File: src/rtl/mem_arbiter.sv
// Arbitrates one single-port memory between instruction fetch and data access.
// Data has fixed priority; a starvation counter forces a fetch grant after STARVE_LIMIT data wins.
module mem_arbiter #(
    parameter int unsigned ADDR_W       = 32,
    parameter int unsigned DATA_W       = 32,
    parameter int unsigned STARVE_LIMIT = 3
) (
    input  logic              clk,
    input  logic              reset,
    input  logic              if_req,
    input  logic [ADDR_W-1:0] if_addr,
    output logic [DATA_W-1:0] if_rdata,
    output logic              if_done,
    input  logic              d_req,
    input  logic              d_we,
    input  logic [ADDR_W-1:0] d_addr,
    input  logic [DATA_W-1:0] d_wdata,
    output logic [DATA_W-1:0] d_rdata,
    output logic              d_done,
    output logic              mem_req,
    output logic              mem_we,
    output logic [ADDR_W-1:0] mem_addr,
    output logic [DATA_W-1:0] mem_wdata,
    input  logic              mem_ready,
    input  logic              mem_rvalid,
    input  logic [DATA_W-1:0] mem_rdata,
    output logic              busy
);

    localparam int unsigned      CNT_W = 4;
    localparam logic [CNT_W-1:0] LIMIT = CNT_W'(STARVE_LIMIT);

    typedef enum logic [1:0] {
        S_IDLE = 2'd0,
        S_REQ  = 2'd1,
        S_WAIT = 2'd2,
        S_RESP = 2'd3
    } state_t;

    typedef enum logic {
        OWN_IF = 1'b0,
        OWN_D  = 1'b1
    } owner_t;

    state_t             state_q, state_d;
    owner_t             owner_q, owner_d;
    logic [CNT_W-1:0]   starve_q, starve_d;
    logic               we_d;
    logic [ADDR_W-1:0]  addr_d;
    logic [DATA_W-1:0]  wdata_d;
    logic [DATA_W-1:0]  if_rdata_d, d_rdata_d;
    logic               mem_req_d, busy_d, if_done_d, d_done_d;

    // State, transaction latches and all outputs are flops cleared by reset.
    always_ff @(posedge clk or negedge reset) begin
        if (!reset) begin
            state_q   <= S_IDLE;
            owner_q   <= OWN_IF;
            starve_q  <= '0;
            mem_req   <= 1'b0;
            mem_we    <= 1'b0;
            mem_addr  <= '0;
            mem_wdata <= '0;
            if_rdata  <= '0;
            d_rdata   <= '0;
            if_done   <= 1'b0;
            d_done    <= 1'b0;
            busy      <= 1'b0;
        end else begin
            state_q   <= state_d;
            owner_q   <= owner_d;
            starve_q  <= starve_d;
            mem_req   <= mem_req_d;
            mem_we    <= we_d;
            mem_addr  <= addr_d;
            mem_wdata <= wdata_d;
            if_rdata  <= if_rdata_d;
            d_rdata   <= d_rdata_d;
            if_done   <= if_done_d;
            d_done    <= d_done_d;
            busy      <= busy_d;
        end
    end

    // Next state, arbitration and next-cycle output values.
    always_comb begin
        state_d    = state_q;
        owner_d    = owner_q;
        starve_d   = starve_q;
        we_d       = mem_we;
        addr_d     = mem_addr;
        wdata_d    = mem_wdata;
        if_rdata_d = if_rdata;
        d_rdata_d  = d_rdata;

        unique case (state_q)
            S_IDLE: begin
                if (d_req && !(if_req && (starve_q == LIMIT))) begin
                    state_d = S_REQ;
                    owner_d = OWN_D;
                    we_d    = d_we;
                    addr_d  = d_addr;
                    wdata_d = d_wdata;
                    if (if_req && (starve_q != LIMIT)) begin
                        starve_d = starve_q + CNT_W'(1);
                    end
                end else if (if_req) begin
                    state_d  = S_REQ;
                    owner_d  = OWN_IF;
                    we_d     = 1'b0;
                    addr_d   = if_addr;
                    wdata_d  = '0;
                    starve_d = '0;
                end
            end
            S_REQ: begin
                if (mem_ready) begin
                    state_d = mem_we ? S_RESP : S_WAIT;
                end
            end
            S_WAIT: begin
                if (mem_rvalid) begin
                    state_d = S_RESP;
                    if (owner_q == OWN_D) begin
                        d_rdata_d = mem_rdata;
                    end else begin
                        if_rdata_d = mem_rdata;
                    end
                end
            end
            S_RESP: begin
                // Bubble back to IDLE so a still-high request is not re-granted for the same transfer.
                state_d = S_IDLE;
            end
            default: state_d = S_IDLE;
        endcase

        mem_req_d = (state_d == S_REQ);
        busy_d    = (state_d != S_IDLE);
        if_done_d = (state_d == S_RESP) && (owner_d == OWN_IF);
        d_done_d  = (state_d == S_RESP) && (owner_d == OWN_D);
    end

endmodule
File: config.mk
export PLATFORM = sky130hd
export DESIGN_NAME = mem_arbiter
export DESIGN_NICKNAME = d
export VERILOG_FILES = /design/src/rtl/mem_arbiter.sv
export SDC_FILE = /design/constraint.sdc
export NUM_CORES = 1
export LEC_CHECK = 0
export ABC_CLOCK_PERIOD_IN_PS = 1880
export BUFFER_PORTS_ARGS = -buffer_cell sky130_fd_sc_hd__clkbuf_2
export CAP_MARGIN = 20
export CORE_MARGIN = 3
export CORE_UTILIZATION = 47
export CTS_CLUSTER_SIZE = 40
export DETAILED_ROUTE_END_ITERATION = 16
export PLACE_DENSITY = 0.78
export SLEW_MARGIN = 20
export SYNTH_ARGS = -nofsm -noshare
export SYNTH_HDL_FRONTEND = slang
export SYNTH_SLANG_ARGS = --single-unit
File: constraint.sdc
create_clock -name clk -period 1.88 [get_ports clk]
set_input_delay 0 -clock clk [delete_from_list [all_inputs] [get_ports clk]]
set_output_delay 0 -clock clk [all_outputs]
set_load 0.1 [all_outputs]
After elaboration in Yosys (flattened, before gate mapping) --
Index checks and enable logic that the tools add are counted.
Storage, ports and cells: output and inout bits 133, bits of input ports 135, register bits 140, word-level logic and storage cells 54
Operators by class: equal/unequal tests 8, reductions and logical operators 13, bitwise logic cells 2, add/subtract/negate cells 1, muxes and demuxes 18
Operators with widths (number):
- 2-to-1 mux 32 bit | 4
- 2-to-1 mux 4 bit | 3
- AND reduction 3 bit | 3
- 2-to-1 mux 2 bit | 4
- one-hot mux 2 bit (4 select lines) | 1
- equality test 2 bit (second input constant) | 3
- 2-to-1 mux 1 bit | 6
- logical AND 1 bit | 5
- adder 4 x 1 -> 4 bit (second input constant) | 1
- equality test 2 x 1 -> 1 bit (second input constant) | 2
- equality test 4 x 2 -> 1 bit (second input constant) | 1
- != test 4 x 2 -> 1 bit (second input constant) | 1
- nonzero test 2 bit | 2
- zero test 2 bit | 1
- != test 2 x 1 -> 1 bit (second input constant) | 1
- NOT 1 bit | 2
- AND reduction 2 bit | 1
- zero test 1 bit | 1

Longest topological paths before layout --
Gate-level depths: netlist (run 1).
word-level depth 8, mapped depth 7, gate-level depth less buffers 4

Worst setup path before layout (run 1) --
OpenSTA, ideal clock, no wires.
path type register -> register, from register starve_q[0], to register mem_addr[10], required time 1.750 ns, slack 0.350 ns, data arrival time 1.400 ns, period minus slack after synthesis 1.530 ns, path buffers 3, cell stages (with the launch flop) 8, cell sequence dfrtp_1 > ha_1 > nand4bb_1 > buf_2 > and2_1 > buf_2 > buf_6 > o221ai_2
On the way: longest elaborated chain between the ends 6
RTL lines:
- start, declared | line 47 | logic [CNT_W-1:0] starve_q, starve_d;
- start signal, assigned | line 72 | starve_q <= starve_d;
- equality test 4 x 2 -> 1 bit (*) | line 98 | if (d_req && !(if_req && (starve_q == LIMIT))) begin
- logical AND 1 bit (*) | line 98
- zero test 1 bit (*) | line 98
- logical AND 1 bit (*) | line 98
- nonzero test 2 bit (no source line)
- AND reduction 2 bit (no source line)
- end signal, assigned | line 75 | mem_addr <= addr_d;
- end, declared | line 22 | output logic [ADDR_W-1:0] mem_addr,
Mark *: on every way between the ends. The rest lies on a longest branch, timed or not. A chain may end at the register's enable or synchronous reset.

Worst setup path after layout (run 1) --
from register starve_q[0], to register mem_wdata[30]
On the way: longest elaborated chain between the ends 6
RTL lines:
- equality test 4 x 2 -> 1 bit (*) | line 98
- logical AND 1 bit (*) | line 98
- zero test 1 bit (*) | line 98
- logical AND 1 bit (*) | line 98
- nonzero test 2 bit (no source line)
- AND reduction 2 bit (no source line)
- end signal, assigned | line 76 | mem_wdata <= wdata_d;
- end, declared | line 23 | output logic [DATA_W-1:0] mem_wdata,
Marks and branches as above.

==> results_dict.tcl, run 1 <==
set metrics [dict create \
    grt_max_degree 55 \
    hp-class "in2async" \
    async_flop_share_pct 100 \
    grt_usage_pct 29.3 \
    fin_crit_ns 1.75 \
    synth_edf_count 0 \
    final_area_sq_um 9310 \
    synth.distinct_cells 35 \
    start_kind "flop" \
    final-setup-viol-count 0 \
    die_w_microns 118 \
    gp_congestion 0.840 \
    synth_compound_area_share_pct 12.0 \
    netlist_instances 448 \
    portBuffers 267 \
    antenna_left 0 \
    grt.overflow.total 0 \
    fmax_mhz 573 \
    place_area_sq_um 7350 \
    die_height_microns 118 \
    post-place-ws_ns 0.177 \
    ctsHoldBuffers 132 \
    ys_ff_latch 140 \
    cp.arrival_ns 2.04 \
    io_pins 268 \
    drive_gt1_share_pct 44.5 \
    fin_crit_sh_pct 92.8 \
    worst_pin_slew_ns 0.596 \
    wire_per_inst_microns 19.5 \
    design.die.area_sq_um 13900 \
    avgViaCountPerCell 5.53 \
    layout_setup_ws_ns 0.134 \
    numCtsBuffers 17 \
    cts_resized 0 \
    first_pass_iters 5 \
    synth_top_area_cell "dfrtp_1" \
    fillers 737 \
    cts_tree "done" \
    worstSetupEndpointType "flop" \
    grt_pass1_wl_mm 32.2 \
    drt_drc_violations_left 0 \
    synth_mux_area_share_pct 12.3 \
    drtIter0Drc 435 \
    rsz0062_at_grt "false" \
    rows 40 \
    area_growth_syn_to_layout_pct 58.6 \
    clk_pin_slew_ns 0.06 \
    clkLatencyLatePin_ns 0.42 \
    synth_simple_gate_area_share_pct 8.98 \
    maxCapViolations 0 \
    fin_tns_setup_ns 0 \
    netlist_top_cells_area "dfrtp_1 (60%), mux2_2 (9.8%), a22o_1 (5.1%)" \
    met3_usage_pct 9.18 \
    synth_xor_area_share_pct 0 \
    wl_mm 20.0 \
    synth_ff_type "dfrtp_1" \
    maxSlewHeadroom_pct 60.4 \
    synth_adder_area_share_pct 0.213 \
    cts.sinks 140 \
    syn_avg_cell_area_sq_um 13.1 \
    crit_type "reg2reg" \
    whs_ns 0.146 \
    worstPathRequired_ns 2.18 \
    grt_use_met1_pct 34.0 \
    seq_area_frac_synth_pct 59.7 \
    ctsHtreeMaxLevel 4 \
    grt_pass1_vias 6137 \
    initial_core_util_pct 48.5 \
    yosys-top-cells-count "dfrtp_1 (140), mux2_2 (51), nand3_1 (35)" \
    fp.coreArea_sq_um 12100 \
    outcome "finished clean" \
    path_cells "ha_1, nand4bb_1, and3_1, buf_4, a22o_1" \
    hpwl_mm 11.3 \
    grtUsageMet2_pct 47.8 \
    synth_top_area_share_pct 59.7 \
    crit_path_max_incr_delay_ns 0.38 \
    root_buffer "clkbuf_16" \
    grt_busiest_layer "met2" \
    nNetsFinal 978 \
    cts_buffer_depth 2 \
    finalHoldViolCount 0 \
    critPathMaxFanout 34 \
    postCtsSetupBuffers 0 \
    num_vias 5647 \
    synth_area_sq_um 5870 \
    syn_nets 584 \
    skew_ns 0.00764 \
    critical-path-slowest-cell "dfrtp_1" \
    synth_top_family_by_area "multiplexers" \
    grt_antenna_before_repair 1 \
    slew_violations 0 \
    yosys.cell_count.top_type "dfrtp_1" \
    yosysWarnings 0 \
]
-- sequential cells by signal, indices dropped and copies added (netlist names) --
| name | count |
|---|---|
| d_rdata | 32 |
| if_rdata | 32 |
| mem_addr | 32 |
| mem_wdata | 32 |
| starve_q | 4 |
| state_q | 2 |
| busy | 1 |
| d_done | 1 |
| if_done | 1 |
| mem_req | 1 |
| mem_we | 1 |
| owner_q | 1 |
-- worst max-delay path: cells and delay by family, from the launching register on --
| family | cells | cell delay, ns |
|---|---|---|
| AND/OR/NAND/NOR | 2 | 0.55 |
| AO/OA/AOI/OAI | 1 | 0.24 |
| adder cells (fa/ha/maj) | 1 | 0.21 |
| buffers and inverters | 1 | 0.24 |
| flip-flops | 1 | 0.38 |
-- logic make-up (layout without fill, tap and decap cells) --
logic type	count (synthesis)	after routing
AND/OR/NAND/NOR	91	91
buffers and inverters	75	480
flip-flops	140	140
other	0	1
AO/OA/AOI/OAI	77	77
multiplexers	64	64
adder cells (fa/ha/maj)	1	1
-- area by class of cell --
class / count / area, sq um / area share, %
clock inverters: 11 / 193 / 2.07
repair buffers: 416 / 2850 / 30.7
diodes: 1 / 2.50 / 0.0269
well taps: 168 / 210 / 2.26
flip-flops and latches: 140 / 3500 / 37.6
multi-input cells: 233 / 1980 / 21.2
clock buffers: 19 / 443 / 4.76
inverters: 34 / 128 / 1.37
-- final timing paths --
check                      slack, ns            end  depth (start not counted)         from
setup / recovery                0.13  mem_wdata[30]                          5  starve_q[0]
hold reg to reg                 0.49    d_rdata[16]                          1  d_rdata[16]
max in group asynchronous       1.05   mem_addr[28]                          3        reset
setup reg to reg                0.13  mem_wdata[30]                          5  starve_q[0]
hold / removal                  0.15     d_rdata[4]                          2        reset
min in group clk                0.19    starve_q[1]                          4        d_req
-- through the flow --
step	std cells	utilization (%)
floorplan	448	-
global placement	859	60.7
detailed placement	859	60.7
CTS	1021	76.8
global route	1022	76.9
finish	1022	76.9
-- cell usage in the layout (no fill, tap or decap), types with 7 or more instances in the layout --
master	n
a22o_1	34
inv_1	34
o221ai_1	22
mux2_1	13
mux2_2	51
clkbuf_16	17
nand3_1	35
o21ai_0	7
o221ai_2	10
buf_4	12
dfrtp_1	140
dlygate4sd3_1	132
nand4_1	32
clkbuf_2	266
-- layer usage --
layer / vias to the layer above / wire (microns)
li1: 2445 / -
met1: 2699 / 7200
met2: 402 / 9860
met3: 101 / 1800
met4: 0 / 1090
met5: - / 0
Power of run 1 is left out: the tool's default activity adds up to more than one toggle a clock period on the data nets, which glitch-free logic cannot reach.
==> inputs of run 2 (changes only) <==
--- a/config.mk
+++ b/config.mk
@@ -8,12 +8,14 @@
 export ABC_CLOCK_PERIOD_IN_PS = 1880
 export BUFFER_PORTS_ARGS = -buffer_cell sky130_fd_sc_hd__clkbuf_2
 export CAP_MARGIN = 20
+export CELL_PAD_IN_SITES_DETAIL_PLACEMENT = 0
+export CELL_PAD_IN_SITES_GLOBAL_PLACEMENT = 2
 export CORE_MARGIN = 3
-export CORE_UTILIZATION = 47
+export CORE_UTILIZATION = 29
 export CTS_CLUSTER_SIZE = 40
 export DETAILED_ROUTE_END_ITERATION = 16
 export PLACE_DENSITY = 0.78
-export SLEW_MARGIN = 20
+export SLEW_MARGIN = 10
 export SYNTH_ARGS = -nofsm -noshare
 export SYNTH_HDL_FRONTEND = slang
 export SYNTH_SLANG_ARGS = --single-unit
==> constraint.sdc (replaced) <==
create_clock -name clk -period 1.88 [get_ports clk]
set_input_delay 0 -clock clk [delete_from_list [all_inputs] [get_ports clk]]
set_output_delay 0 -clock clk [all_outputs]
set_load 0.05 [all_outputs]
==> run 2 against run 1 <==
- design area increased by 0.36%
- hold slack lost 0.095 ns
- critical path type unchanged
- die area rose by 59%
==> results_dict.tcl, run 2 (synthesized netlist as in run 1, its figures left out) <==
set metrics [dict create \
    fin_crit_sh_pct 85.9 \
    drtIter0Drc 202 \
    layout_setup_ws_ns 0.265 \
    cts_tree "done" \
    layout_common_cells "clkbuf_2 (266), dfrtp_1 (140), dlygate4sd3_1 (132)" \
    fin_tns_setup_ns 0 \
    p_sw_share_pct 51.7 \
    worst_pin_slew_ns 0.626 \
    worstSetupEndpointType "flop" \
    maxCapViolations 0 \
    fin_util_pct 47.5 \
    grt_usage_pct 16.4 \
    wire_per_inst_microns 15.8 \
    critical-path-slowest-cell "dfrtp_1" \
    avgViaCountPerCell 4.71 \
    rows 51 \
    nNetsFinal 975 \
    antennaDiodeCount 0 \
    numCtsBuffers 17 \
    grt_max_degree 65 \
    antenna_left 0 \
    num_vias 5256 \
    hpwl_mm 11.9 \
    area_growth_syn_to_layout_pct 59.2 \
    finalHoldViolCount 0 \
    place_area_sq_um 7470 \
    setup.worst_path.start "starve_q[0]" \
    first_pass_iters 5 \
    final-setup-viol-count 0 \
    slew_violations 0 \
    irDropWorstVdd_uv 802 \
    post-place-ws_ns 0.286 \
    path_cells "ha_1, nand4bb_2, and3_1, buf_4, a22o_1" \
    r2r_end "mem_wdata[5]" \
    power_leakage_nw 4.55 \
    hp-class "in2async" \
    grt.overflow.total 0 \
    worstPathRequired_ns 2.18 \
    io_pins 268 \
    grt_pass1_vias 5612 \
    outcome "finished clean" \
    clkLatencyLatePin_ns 0.41 \
    postCtsSetupBuffers 0 \
    p_int_w 0.00895 \
    root_buffer "clkbuf_16" \
    maxSlewHeadroom_pct 58.3 \
    skew_ns 0.00954 \
    power_frac_comb_pct 54.1 \
    r2r_start "starve_q[0]" \
    grt_antenna_before_repair 0 \
    cts.sinks 140 \
    p_clk_share_pct 16.9 \
    fmax_mhz 619 \
    portBuffers 267 \
    critPathMaxFanout 34 \
    cts_buffer_depth 2 \
    cp.arrival_ns 1.91 \
    fin_crit_ns 1.61 \
    start_kind "flop" \
    r2r_slack_ns 0.27 \
    crit_path_max_incr_delay_ns 0.38 \
    grt_pass1_wl_mm 28.9 \
    wl_mm 17.7 \
    ctsHtreeMaxLevel 4 \
    die_w_microns 148 \
    design.die.area_sq_um 22000 \
    die_height_microns 148 \
    dp_cells 953 \
    crit_type "reg2reg" \
    fillers 1808 \
    initial_core_util_pct 29.9 \
    p_sw_w 0.00957 \
    mostFrequentLayoutCell "clkbuf_2" \
    gp_congestion 0.756 \
    seq_power_share_pct 29.0 \
    drt_drc_violations_left 0 \
    finalNonFillerCells 1117 \
    clk_pin_slew_ns 0.07 \
    rsz0062_at_grt "false" \
    powerDensity_nw_per_um2 1980 \
    reg2reg_depth 5 \
    final_area_sq_um 9340 \
    drive_gt1_share_pct 44.7 \
    fp.coreArea_sq_um 19700 \
]
## run 2: metrics by stage
stage               hold WS (ns)  power [W]
floorplan                 -0.296     0.0129
global placement         -0.0901     0.0151
detailed placement       -0.0864     0.0153
CTS                       0.0355     0.0187
global route              0.0542     0.0195
finish                    0.0514     0.0185
## run 2: worst max path at each step
stage               endpoint  slack, ns  cells past startpoint
2_1_floorplan   mem_addr[10]       0.35                      7
3_3_place_gp     starve_q[3]       0.34                      3
3_5_place_dp   mem_wdata[24]       0.29                      5
4_1_cts         mem_wdata[3]       0.28                      5
5_1_grt        mem_wdata[14]       0.13                      5
6_report        mem_wdata[5]       0.27                      5
## run 2: routing by layer
metal | vias up | wire length [microns] | track usage (%)
li1 | 2440 | - | -
met1 | 2592 | 7520 | 20.1
met2 | 201 | 8820 | 27.9
met3 | 23 | 1000 | 4.45
met4 | 0 | 329 | 5.59
met5 | - | 0 | 0
## run 2: critical path: cells and delay by family (launching register included)
kind	cells	cell delay [ns]
AND/OR/NAND/NOR	2	0.40
flip-flops	1	0.38
buffers and inverters	1	0.24
adder cells (fa/ha/maj)	1	0.23
AO/OA/AOI/OAI	1	0.23
## run 2: power groups by stage
stage | clock [W] | combinational, W | sequential (W)
floorplan | 0 | 0.00258 | 0.0103
global placement | 0 | 0.00975 | 0.00537
detailed placement | 0 | 0.00987 | 0.00542
CTS | 0.00324 | 0.0101 | 0.00539
global route | 0.00339 | 0.0106 | 0.00557
finish | 0.00313 | 0.0100 | 0.00538
## run 2: what timing repair did
action | 4_1_cts | 5_1_grt
hold buffers | 132 | 0
setup endpoints to repair | 0 | 0
endpoints found under the hold margin | 274 | 0
resized for setup | 0 | 0
## run 2: layout make-up
cell class,count,area [sq um],area share (%)
Multi-Input combinational cell,233,1980,21.2
Clock inverter,15,130,1.39
Tap cell,265,332,3.55
Inverter,34,128,1.37
Sequential cell,140,3500,37.5
Timing Repair Buffer,413,2840,30.4
Clock buffer,17,425,4.55
Power figures use the tool's default switching activity.
